===== src/rtl/cache_access_sequencer_pkg.sv =====
// cache_seq_pkg: sequencer state encoding and default bus widths
package cache_seq_pkg;
  localparam int ADDR_W_DEF = 8;
  localparam int DATA_W_DEF = 8;
  typedef enum logic [2:0] {
    IDLE,
    LOOKUP,
    WAIT_HIT,
    MEM_RD,
    FILL,
    CWRITE,
    MEM_WR,
    RESP
  } state_t;
endpackage


===== src/rtl/cache_access_sequencer_if.sv =====
// cache_access_sequencer_if: requester, cache and memory signals of the sequencer
interface cache_access_sequencer_if import cache_seq_pkg::*; #(
  parameter int NUM_REQ = 2,
  parameter int ADDR_W  = ADDR_W_DEF,
  parameter int DATA_W  = DATA_W_DEF
);
  logic [NUM_REQ-1:0]        req_valid;
  logic [NUM_REQ-1:0]        req_ready;
  logic [NUM_REQ-1:0]        req_we;
  logic [NUM_REQ*ADDR_W-1:0] req_addr;
  logic [NUM_REQ*DATA_W-1:0] req_wdata;
  logic [NUM_REQ-1:0]        rsp_valid;
  logic [DATA_W-1:0]         rsp_rdata;
  logic                      rsp_hit;
  logic                      c_read_en;
  logic                      c_write_en;
  logic [ADDR_W-1:0]         c_address;
  logic [DATA_W-1:0]         c_write_data;
  logic [DATA_W-1:0]         c_read_data;
  logic                      c_hit;
  logic                      mem_req;
  logic                      mem_we;
  logic [ADDR_W-1:0]         mem_addr;
  logic [DATA_W-1:0]         mem_wdata;
  logic [DATA_W-1:0]         mem_rdata;
  logic                      mem_ack;
  modport master (
    input  req_valid, req_we, req_addr, req_wdata, c_read_data, c_hit, mem_rdata, mem_ack,
    output req_ready, rsp_valid, rsp_rdata, rsp_hit, c_read_en, c_write_en, c_address,
           c_write_data, mem_req, mem_we, mem_addr, mem_wdata
  );
  modport slave (
    output req_valid, req_we, req_addr, req_wdata, c_read_data, c_hit, mem_rdata, mem_ack,
    input  req_ready, rsp_valid, rsp_rdata, rsp_hit, c_read_en, c_write_en, c_address,
           c_write_data, mem_req, mem_we, mem_addr, mem_wdata
  );
endinterface


===== src/rtl/cache_access_sequencer_rr_arbiter.sv =====
// rr_arbiter: one-hot round-robin grant, search starting after last_grant
module rr_arbiter import cache_seq_pkg::*; #(
  parameter int NUM_REQ = 2,
  localparam int GW = $clog2(NUM_REQ)
) (
  input  logic [NUM_REQ-1:0] req,
  input  logic [GW-1:0]      last_grant,
  output logic [NUM_REQ-1:0] grant
);
  logic [GW-1:0] j;
  // walk from farthest to nearest so the requester right after last_grant wins
  always_comb begin
    grant = '0;
    j = '0;
    for (int k = NUM_REQ; k >= 1; k--) begin
      j = GW'((int'(last_grant) + k) % NUM_REQ);
      if (req[j]) grant = NUM_REQ'(1) << j;
    end
  end
endmodule


===== src/rtl/cache_access_sequencer.sv =====
// cache_access_sequencer: round-robin front end sequencing lookups, fills and write-through
module cache_access_sequencer import cache_seq_pkg::*; #(
  parameter int NUM_REQ = 2,
  parameter int ADDR_W  = ADDR_W_DEF,
  parameter int DATA_W  = DATA_W_DEF
) (
  input logic clk,
  input logic rst,
  cache_access_sequencer_if.master bus
);
  localparam int GW = $clog2(NUM_REQ);
  state_t state, nxt;
  logic [NUM_REQ-1:0] grant;
  logic [GW-1:0] last_grant, g_q, g_sel;
  logic accept, we_sel, we_q, hit_q, c_rd, c_wr, m_req;
  logic [ADDR_W-1:0] addr_sel, addr_q;
  logic [DATA_W-1:0] wdata_sel, wdata_q, data_q;

  rr_arbiter #(.NUM_REQ(NUM_REQ)) u_arb (
    .req(bus.req_valid),
    .last_grant(last_grant),
    .grant(grant)
  );

  always_comb begin
    g_sel = '0;
    we_sel = 1'b0;
    addr_sel = '0;
    wdata_sel = '0;
    for (int i = 0; i < NUM_REQ; i++)
      if (grant[i]) begin
        g_sel = GW'(i);
        we_sel = bus.req_we[i];
        addr_sel = bus.req_addr[i*ADDR_W +: ADDR_W];
        wdata_sel = bus.req_wdata[i*DATA_W +: DATA_W];
      end
  end

  // ready is withheld while rst is high so nothing looks accepted during reset
  assign accept = state == IDLE && !rst && |grant;

  always_comb begin
    nxt = state;
    case (state)
      IDLE:     nxt = accept ? (we_sel ? CWRITE : LOOKUP) : IDLE;
      LOOKUP:   nxt = WAIT_HIT;
      WAIT_HIT: nxt = bus.c_hit ? RESP : MEM_RD;
      MEM_RD:   nxt = bus.mem_ack ? FILL : MEM_RD;
      FILL:     nxt = RESP;
      CWRITE:   nxt = MEM_WR;
      MEM_WR:   nxt = bus.mem_ack ? RESP : MEM_WR;
      RESP:     nxt = IDLE;
      default:  nxt = IDLE;
    endcase
  end

  always_ff @(posedge clk or posedge rst)
    if (rst) state <= IDLE;
    else state <= nxt;

  always_ff @(posedge clk or posedge rst) begin
    if (rst) begin
      last_grant <= GW'(NUM_REQ - 1);
      g_q <= '0;
      we_q <= 1'b0;
      addr_q <= '0;
      wdata_q <= '0;
      data_q <= '0;
      hit_q <= 1'b0;
    end else begin
      if (accept) begin
        last_grant <= g_sel;
        g_q <= g_sel;
        we_q <= we_sel;
        addr_q <= addr_sel;
        wdata_q <= wdata_sel;
        hit_q <= 1'b0;
      end
      if (state == WAIT_HIT && bus.c_hit) begin
        data_q <= bus.c_read_data;
        hit_q <= 1'b1;
      end
      if (state == MEM_RD && bus.mem_ack) data_q <= bus.mem_rdata;
    end
  end

  assign c_rd = state == LOOKUP;
  assign c_wr = state == FILL || state == CWRITE;
  assign m_req = state == MEM_RD || state == MEM_WR;

  assign bus.req_ready = accept ? grant : '0;
  assign bus.c_read_en = c_rd;
  assign bus.c_write_en = c_wr;
  assign bus.c_address = (c_rd || c_wr) ? addr_q : '0;
  assign bus.c_write_data = state == FILL ? data_q : state == CWRITE ? wdata_q : '0;
  assign bus.mem_req = m_req;
  assign bus.mem_we = state == MEM_WR;
  assign bus.mem_addr = m_req ? addr_q : '0;
  assign bus.mem_wdata = state == MEM_WR ? wdata_q : '0;
  assign bus.rsp_valid = state == RESP ? NUM_REQ'(1) << g_q : '0;
  assign bus.rsp_rdata = (state == RESP && !we_q) ? data_q : '0;
  assign bus.rsp_hit = state == RESP && hit_q;
endmodule


===== src/flat_wrapper.sv =====
// flat-port wrapper written by rule: the top's interface ports become plain ports
module cache_access_sequencer_flat import cache_seq_pkg::*;
#(
  parameter int NUM_REQ = 2,
  parameter int ADDR_W  = ADDR_W_DEF,
  parameter int DATA_W  = DATA_W_DEF
)
  (clk, rst, bus_req_valid, bus_req_we, bus_req_addr, bus_req_wdata, bus_c_read_data, bus_c_hit, bus_mem_rdata, bus_mem_ack, bus_req_ready, bus_rsp_valid, bus_rsp_rdata, bus_rsp_hit, bus_c_read_en, bus_c_write_en, bus_c_address, bus_c_write_data, bus_mem_req, bus_mem_we, bus_mem_addr, bus_mem_wdata);
  cache_access_sequencer_if #(.NUM_REQ(NUM_REQ), .ADDR_W(ADDR_W), .DATA_W(DATA_W)) bus_i ();
  input logic clk;
  input logic rst;
  input wire logic [$bits(bus_i.req_valid)-1:0] bus_req_valid;
  input wire logic [$bits(bus_i.req_we)-1:0] bus_req_we;
  input wire logic [$bits(bus_i.req_addr)-1:0] bus_req_addr;
  input wire logic [$bits(bus_i.req_wdata)-1:0] bus_req_wdata;
  input wire logic [$bits(bus_i.c_read_data)-1:0] bus_c_read_data;
  input wire logic [$bits(bus_i.c_hit)-1:0] bus_c_hit;
  input wire logic [$bits(bus_i.mem_rdata)-1:0] bus_mem_rdata;
  input wire logic [$bits(bus_i.mem_ack)-1:0] bus_mem_ack;
  output wire logic [$bits(bus_i.req_ready)-1:0] bus_req_ready;
  output wire logic [$bits(bus_i.rsp_valid)-1:0] bus_rsp_valid;
  output wire logic [$bits(bus_i.rsp_rdata)-1:0] bus_rsp_rdata;
  output wire logic [$bits(bus_i.rsp_hit)-1:0] bus_rsp_hit;
  output wire logic [$bits(bus_i.c_read_en)-1:0] bus_c_read_en;
  output wire logic [$bits(bus_i.c_write_en)-1:0] bus_c_write_en;
  output wire logic [$bits(bus_i.c_address)-1:0] bus_c_address;
  output wire logic [$bits(bus_i.c_write_data)-1:0] bus_c_write_data;
  output wire logic [$bits(bus_i.mem_req)-1:0] bus_mem_req;
  output wire logic [$bits(bus_i.mem_we)-1:0] bus_mem_we;
  output wire logic [$bits(bus_i.mem_addr)-1:0] bus_mem_addr;
  output wire logic [$bits(bus_i.mem_wdata)-1:0] bus_mem_wdata;
  assign bus_i.req_valid = bus_req_valid;
  assign bus_i.req_we = bus_req_we;
  assign bus_i.req_addr = bus_req_addr;
  assign bus_i.req_wdata = bus_req_wdata;
  assign bus_i.c_read_data = bus_c_read_data;
  assign bus_i.c_hit = bus_c_hit;
  assign bus_i.mem_rdata = bus_mem_rdata;
  assign bus_i.mem_ack = bus_mem_ack;
  assign bus_req_ready = bus_i.req_ready;
  assign bus_rsp_valid = bus_i.rsp_valid;
  assign bus_rsp_rdata = bus_i.rsp_rdata;
  assign bus_rsp_hit = bus_i.rsp_hit;
  assign bus_c_read_en = bus_i.c_read_en;
  assign bus_c_write_en = bus_i.c_write_en;
  assign bus_c_address = bus_i.c_address;
  assign bus_c_write_data = bus_i.c_write_data;
  assign bus_mem_req = bus_i.mem_req;
  assign bus_mem_we = bus_i.mem_we;
  assign bus_mem_addr = bus_i.mem_addr;
  assign bus_mem_wdata = bus_i.mem_wdata;
  cache_access_sequencer #(.NUM_REQ(NUM_REQ), .ADDR_W(ADDR_W), .DATA_W(DATA_W)) u_core (.clk(clk), .rst(rst), .bus(bus_i));
endmodule

===== config.mk =====
export PLATFORM = sky130hd
export DESIGN_NAME = cache_access_sequencer_flat
export DESIGN_NICKNAME = d
export VERILOG_FILES = /design/src/rtl/cache_access_sequencer_pkg.sv /design/src/rtl/cache_access_sequencer_if.sv /design/src/rtl/cache_access_sequencer_rr_arbiter.sv /design/src/rtl/cache_access_sequencer.sv /design/src/flat_wrapper.sv
export SDC_FILE = /design/constraint.sdc
export NUM_CORES = 1
export LEC_CHECK = 0
export BUFFER_PORTS_ARGS = -buffer_cell sky130_fd_sc_hd__buf_2
export CORE_ASPECT_RATIO = 1.25
export CORE_UTILIZATION = 42
export CTS_BUF_LIST = sky130_fd_sc_hd__clkbuf_2 sky130_fd_sc_hd__clkbuf_4 sky130_fd_sc_hd__clkbuf_8
export CTS_CLUSTER_DIAMETER = 100
export DETAILED_ROUTE_END_ITERATION = 10
export PLACE_DENSITY_LB_ADDON = 0.25
export SYNTH_ARGS = -nofsm -noshare
export SYNTH_HDL_FRONTEND = slang
export SYNTH_SLANG_ARGS = --single-unit

===== constraint.sdc =====
create_clock -name clk -period 1.7 [get_ports clk]
set_clock_uncertainty 0.15 [all_clocks]
set_input_delay 0.085 -clock clk [delete_from_list [all_inputs] [get_ports clk]]
set_output_delay 0.085 -clock clk [all_outputs]
set_load 0.01 [all_outputs]

==> run metrics, run 1 <==
status finished with violations; violated checks setup timing; GR peak layer met2; CTS root buf clkbuf_8; GR Util met1 26.8%; Final Cycle Share 110%; met2 GRT Util 47.2%; met3 Use GR 5.15%; RSZ-0062 raised after global routing yes; cells after synthesis 194; measured slew at the worst slew-check pin 0.400 ns; drt first pass iters 4; syn_area_per_cell 9.93 µm²; Total Power 4.54 mW; share of cells above drive strength 1 49.1%; Layout area overhead 58.9%; final hold viol count 0; Max clock buf depth 2; post-synthesis sequential area ratio 40.4%; WP data required 1.46 ns; first-pass GRT wire length 9.32 mm; GRT Total Usage 24.8%; die area 4860 µm²; CTS tree built; Final nets 391; initial core utilization 43.8%; Clock Sinks 31; net switching power 1.82 mW; via count 2037; post-DR vias/cell 5.17; CTS Buf Count 5; max_cap viols 0; CP Capture Type primary output; Final ANT Viol Nets 0; Yosys cell types 33; DRT iter0 DRCs 42; sw frac 40.0%; Hold Path Class input pin to flop; row count 27; register clock-pin slew on the reported worst setup and hold paths 0.07 ns; final antenna diode count 0; Final Critical Period 1.87 ns; die span in x 62.6 µm; Final WS setup -0.170 ns; io pins 105; WP data arrival 1.63 ns; largest net degree at the start of global routing 20; HPWL Detailed 3.96 mm; RePlAce Congestion 0.763; Power Density 1480 nW/µm²; number of global-route vias before repair 2003; final wirelength 5.82 mm; fin. max-slew vios 0; wire length per cell 14.8 µm; final setup TNS -3.80 ns; Syn Nets 250; Max transition margin 73.3%; CP startpoint kind flop; Worst Setup Path Type flop to primary output; synth warn 0; worst vdd ir 0.749 mV; Clk Latency, worst-skew pair 0.29 ns; synthesized flop and latch total 31; residual DRC count 0; clock share of power 13.7%; htree depth 2; synthesized area 1930 µm²; P_int 2.72 mW; endpoints failing setup 48; number of antenna violations at the first check in global routing 0; sequential power share 31.0%; PortBufs 104; Comb pwr share 55.3%; GRT Residual Overflow 0; Leak 1.61 nW; CORE AREA 4390 µm²; chip height 77.7 µm; Fmax 0.535 GHz; Max FO, Critical Path 4
## critical path, cell delays in order (launching register included)
cell,delay [ns]
dfrtp_1,0.38
or2_4,0.27
nor4_4,0.29
buf_12,0.15
and3_1,0.13
buf_2,0.13
## cells in the final DEF (no fill, tap or decap), drive strengths merged, types with 3 or more instances in the layout
cell,synthesis,layout
and2,20,20
inv,11,11
a32o,17,17
dlygate4sd3,0,26
o21ai,9,9
a22oi,6,6
buf,9,125
and3,10,10
mux2i,10,10
nand2,3,3
mux2,19,19
dfrtp,30,30
nor3,6,6
nor2,16,16
clkbuf,9,7
## registers in the layout (all words and copies together) (netlist names)
name	cells
u_core.state	3
u_core.g_q	1
u_core.we_q	1
u_core.wdata_q	8
u_core.data_q	8
u_core.hit_q	1
u_core.addr_q	8
u_core.last_grant	1
## power groups by stage
stage               Sequential (mW)  Combinational (mW)  Clock, mW
global placement               1.39                2.19          0
floorplan                      1.28                1.55          0
CTS                            1.40                2.41      0.638
global route                   1.46                2.74      0.687
detailed placement             1.41                2.23          0
finish                         1.41                2.51      0.622
## cell usage after synthesis, drive strengths merged
cell / count / share of area (%)
a21boi: 2 / 0.78
a221o: 1 / 0.52
a22oi: 6 / 2.3
a31o: 1 / 0.45
a32o: 17 / 8.8
and2: 20 / 6.5
and3: 10 / 3.2
and4b: 1 / 0.52
buf: 9 / 2.9
clkbuf: 9 / 1.8
dfrtp: 30 / 39
dfstp: 1 / 1.4
inv: 11 / 2.1
mux2: 19 / 11
mux2i: 10 / 5.2
nand2: 3 / 0.58
nand2b: 2 / 0.65
nand3: 1 / 0.26
nor2: 16 / 3.1
nor2b: 1 / 0.33
nor3: 6 / 1.6
nor4: 1 / 1.1
nor4bb: 1 / 0.52
o211ai: 1 / 0.39
o21a: 1 / 0.39
o21ai: 9 / 2.3
o21bai: 1 / 0.39
o2bb2ai: 1 / 0.45
or2: 2 / 0.78
xor2: 1 / 0.45
## per-layer routing
layer / vias to the layer above / wire, µm
li1: 981 / -
met1: 959 / 2290
met2: 87 / 3110
met3: 10 / 332
met4: 0 / 97
met5: - / 0
## kinds of logic after synthesis
kind of cell / count (synthesis) / share of synthesized area [%]
buffers and inverters: 29 / 6.82
DFF: 31 / 40.4
xor gates and xnor gates: 1 / 0.455
and+or+nand+nor: 64 / 19.2
AOI/OAI and AO/OA: 40 / 16.9
muxes: 29 / 16.3
## through the flow
stage / utilization (%) / setup WS (ns) / area [µm²] / hold WS (ns) / std cells
floorplan: - / -0.102 / 1940 / 0.0378 / 194
global placement: 58.7 / -0.00776 / 2580 / 0.0105 / 355
detailed placement: 58.7 / -0.0464 / 2580 / 0.0206 / 355
CTS: 68.5 / -0.176 / 3010 / 0.000103 / 392
global route: 69.7 / -0.236 / 3060 / 0.00995 / 394
finish: 69.7 / -0.170 / 3060 / 0.00469 / 394
## path summary, 6_finish.rpt
check | startpoint | to | slack, ns | depth (start not counted)
setup / recovery | u_core.state[2] | bus_req_ready[0] | -0.17 | 5
max in group asynchronous | rst | u_core.last_grant | 0.86 | 4
min in group asynchronous | rst | u_core.wdata_q[5] | 0.28 | 4
hold reg to reg | u_core.addr_q[4] | u_core.addr_q[4] | 0.38 | 1
setup reg to reg | u_core.state[2] | u_core.wdata_q[2] | -0.16 | 5
hold / removal | bus_req_wdata[15] | u_core.wdata_q[7] | 0.005 | 3
## timing repair
item                                    in CTS  in global routing
gates resized for setup                     11                  7
endpoints found under the hold margin       48                  0
hold buffers                                26                  0
setup buffers                                3                  1
endpoints found under the setup margin      63                 74
pin swaps                                    0                  0
gates cloned                                 0                  1
## final cells by class
cell class / count / area, µm²
Multi-Input combinational cell: 134 / 1110
Tap cell: 58 / 72.6
Clock buffer: 7 / 90.1
Inverter: 11 / 41.3
Clock inverter: 1 / 5.00
Sequential cell: 31 / 777
Timing Repair Buffer: 152 / 966
Fill cell: 340 / 1330
(Power assumes the default switching activity.)
==> inputs of run 2 (changes only) <==
==> constraint.sdc (replaced) <==
create_clock -name clk -period 1.7 [get_ports clk]
set_clock_uncertainty 0.15 [all_clocks]
set_input_delay 0.34 -clock clk [delete_from_list [all_inputs] [get_ports clk]]
set_output_delay 0.34 -clock clk [all_outputs]
set_load 0.01 [all_outputs]
==> run 2 against run 1 <==
Net effect: the flow still finishes with violations (setup timing); routed wire length grew 25%; count of clock-buffer cells in the layout fell by 1; first-iteration DRC count increased by 29%; final area up 17%; clock power grew 23%; via count rose by 8.1%; critical path depth up 3; fmax down 10%; global-route usage up 2.9 points; non-clock buffer count increased by 8; highest routed layer unchanged.
==> run metrics, run 2 (synthesized netlist as in run 1, its figures left out) <==
via count 2202; register clock-pin slew on the reported worst setup and hold paths 0.07 ns; final hold viol count 0; Clk Latency, worst-skew pair 0.29 ns; Max FO, Critical Path 5; Max clock buf depth 2; delay-heaviest family, CP buffers and inverters; share of cells above drive strength 1 69.5%; PortBufs 104; Final nets 402; largest net degree at the start of global routing 32; r2r startpoint u_core.state[1]; CP startpoint kind flop; Leak 1.81 nW; r2r endpoint u_core.data_q[6]; Finished Cell Area 3570 µm²; leading cell type in the layout, fill and taps excluded buf_2; Worst Path Buf+Inv 6; Power Density 1790 nW/µm²; GRT Residual Overflow 0; Crit path largest cell delay 0.37 ns; met3 wire len 389 µm; measured slew at the worst slew-check pin 0.523 ns; violated checks setup timing; Cell Count Post-Placement 360; WP data arrival 1.59 ns; Final Cycle Share 123%; CTS root buf clkbuf_8; GRT Total Usage 27.7%; fin. max-slew vios 0; io pins 105; number of global-route vias before repair 2149; most frequent cells in the layout buf_2, buf_6, dfrtp_1; CP Capture Type primary output; post-DR vias/cell 5.44; r2r setup slk -0.15 ns; r2r worst-path depth 8; Comb pwr share 64.1%; HPWL Detailed 4.01 mm; Metal-1 WL 2.69 mm; Largest regs u_core.addr_q (8), u_core.data_q (8), u_core.wdata_q (8); WP data required 1.21 ns; initial core utilization 43.8%; Fmax 0.480 GHz; Min Hold Slack 0.0534 ns; hold_buf cts 0; CTS tree built; clock share of power 12.0%; Final ANT Viol Nets 0; Crit path top cell by count buf_4; die span in x 62.6 µm; status finished with violations; Hold Path Class input pin to asynchronous set/reset pin; die area 4860 µm²; Place WS -0.137 ns; number of antenna violations at the first check in global routing 0; Worst Setup Path Type flop to primary output; slowest CP cell dfrtp_1; RePlAce Congestion 0.749; CTS Buf Count 5; first-pass GRT wire length 10.4 mm; Layout area overhead 85.5%; uppermost routed layer met4; chip height 77.7 µm; Final Critical Period 2.08 ns; P_int 3.91 mW; Clock Sinks 31; residual DRC count 0; htree depth 2; CORE AREA 4390 µm²; metal2 WL 4.02 mm; sequential power share 23.9%; Placed Area 2640 µm²; Max transition margin 65.1%; drt first pass iters 4; net switching power 2.49 mW; Final WS setup -0.385 ns; final wirelength 7.27 mm; row count 27; RSZ-0062 raised after global routing yes; endpoints failing setup 78; Non-Filler Instances 405; final antenna diode count 0; sw frac 38.9%; DRT iter0 DRCs 54; worst vdd ir 1.16 mV; CP cell instances buf_4 > buf_6 > nand3_2 > buf_6 > buf_4 > buf_4 > nor2_1 > buf_2; wire length per cell 17.9 µm; max_cap viols 0
==> run 2: cell count changes in the layout (fill, tap and decap cells not counted), sizes merged <==
cell / delta
and3: +1
clkdlybuf4s15: -1
buf: +34
nand2b: +1
bufinv: +1
xor2: +1
dlygate4sd3: -26
==> run 2: per-layer routing <==
layer,vias to the layer above,global-route usage (%)
met4,0,12.8
met5,-,0
met3,13,5.59
met2,108,51.1
li1,1007,-
met1,1074,29.9
==> run 2: final cells by class <==
class                   count  area [µm²]
clock buffers               6        82.6
clock inverters             2        35.0
fillers                   258         820
inverters                  11        41.3
multi-input cells         137        1390
flip-flops and latches     31         778
well taps                  58        72.6
repair buffers            160        1170
==> run 2: metrics by stage <==
step                setup TNS [ns]  total power [mW]  util [%]
finish                      -17.34              6.40      81.3
global route                -21.17              6.72      81.3
CTS                         -17.20              5.67      74.9
detailed placement           -3.71              3.74      60.2
global placement             -2.50              3.70      60.2
floorplan                    -1.82              2.89         -
==> run 2: worst reg2reg max path, cell delays in order (launching register included) <==
cell	delay (ns)
dfrtp_1	0.39
buf_4	0.14
buf_6	0.13
buf_6	0.12
buf_4	0.14
and4b_2	0.25
buf_6	0.14
a22oi_2	0.18
o21ai_1	0.08
==> run 2: how the worst max path moves through the flow <==
stage | endpoint | startpoint | cells after the start | slack, ns
2_1_floorplan | bus_req_ready[0] | u_core.state[2] | 4 | -0.18
3_3_place_gp | bus_req_ready[0] | u_core.state[2] | 4 | -0.10
3_5_place_dp | bus_mem_addr[3] | u_core.state[0] | 3 | -0.14
4_1_cts | bus_req_ready[0] | u_core.state[2] | 4 | -0.41
5_1_grt | bus_req_ready[0] | u_core.state[1] | 4 | -0.44
6_report | bus_rsp_valid[1] | u_core.state[1] | 8 | -0.38
==> run 2: timing repair <==
| action | in CTS | in global routing |
|---|---|---|
| cloned | 4 | 2 |
| pin swaps | 15 | 24 |
| resized for setup | 79 | 57 |
| setup endpoints to repair | 76 | 79 |
| buffers inserted | 30 | 6 |
==> run 2: power by group through the flow <==
stage	sequential [mW]	combinational (mW)	clock, mW
final	1.53	4.10	0.767
after global routing	1.58	4.34	0.806
after CTS	1.44	3.45	0.769
after detailed placement	1.43	2.31	0
after global placement	1.43	2.28	0
after floorplan	1.28	1.61	0
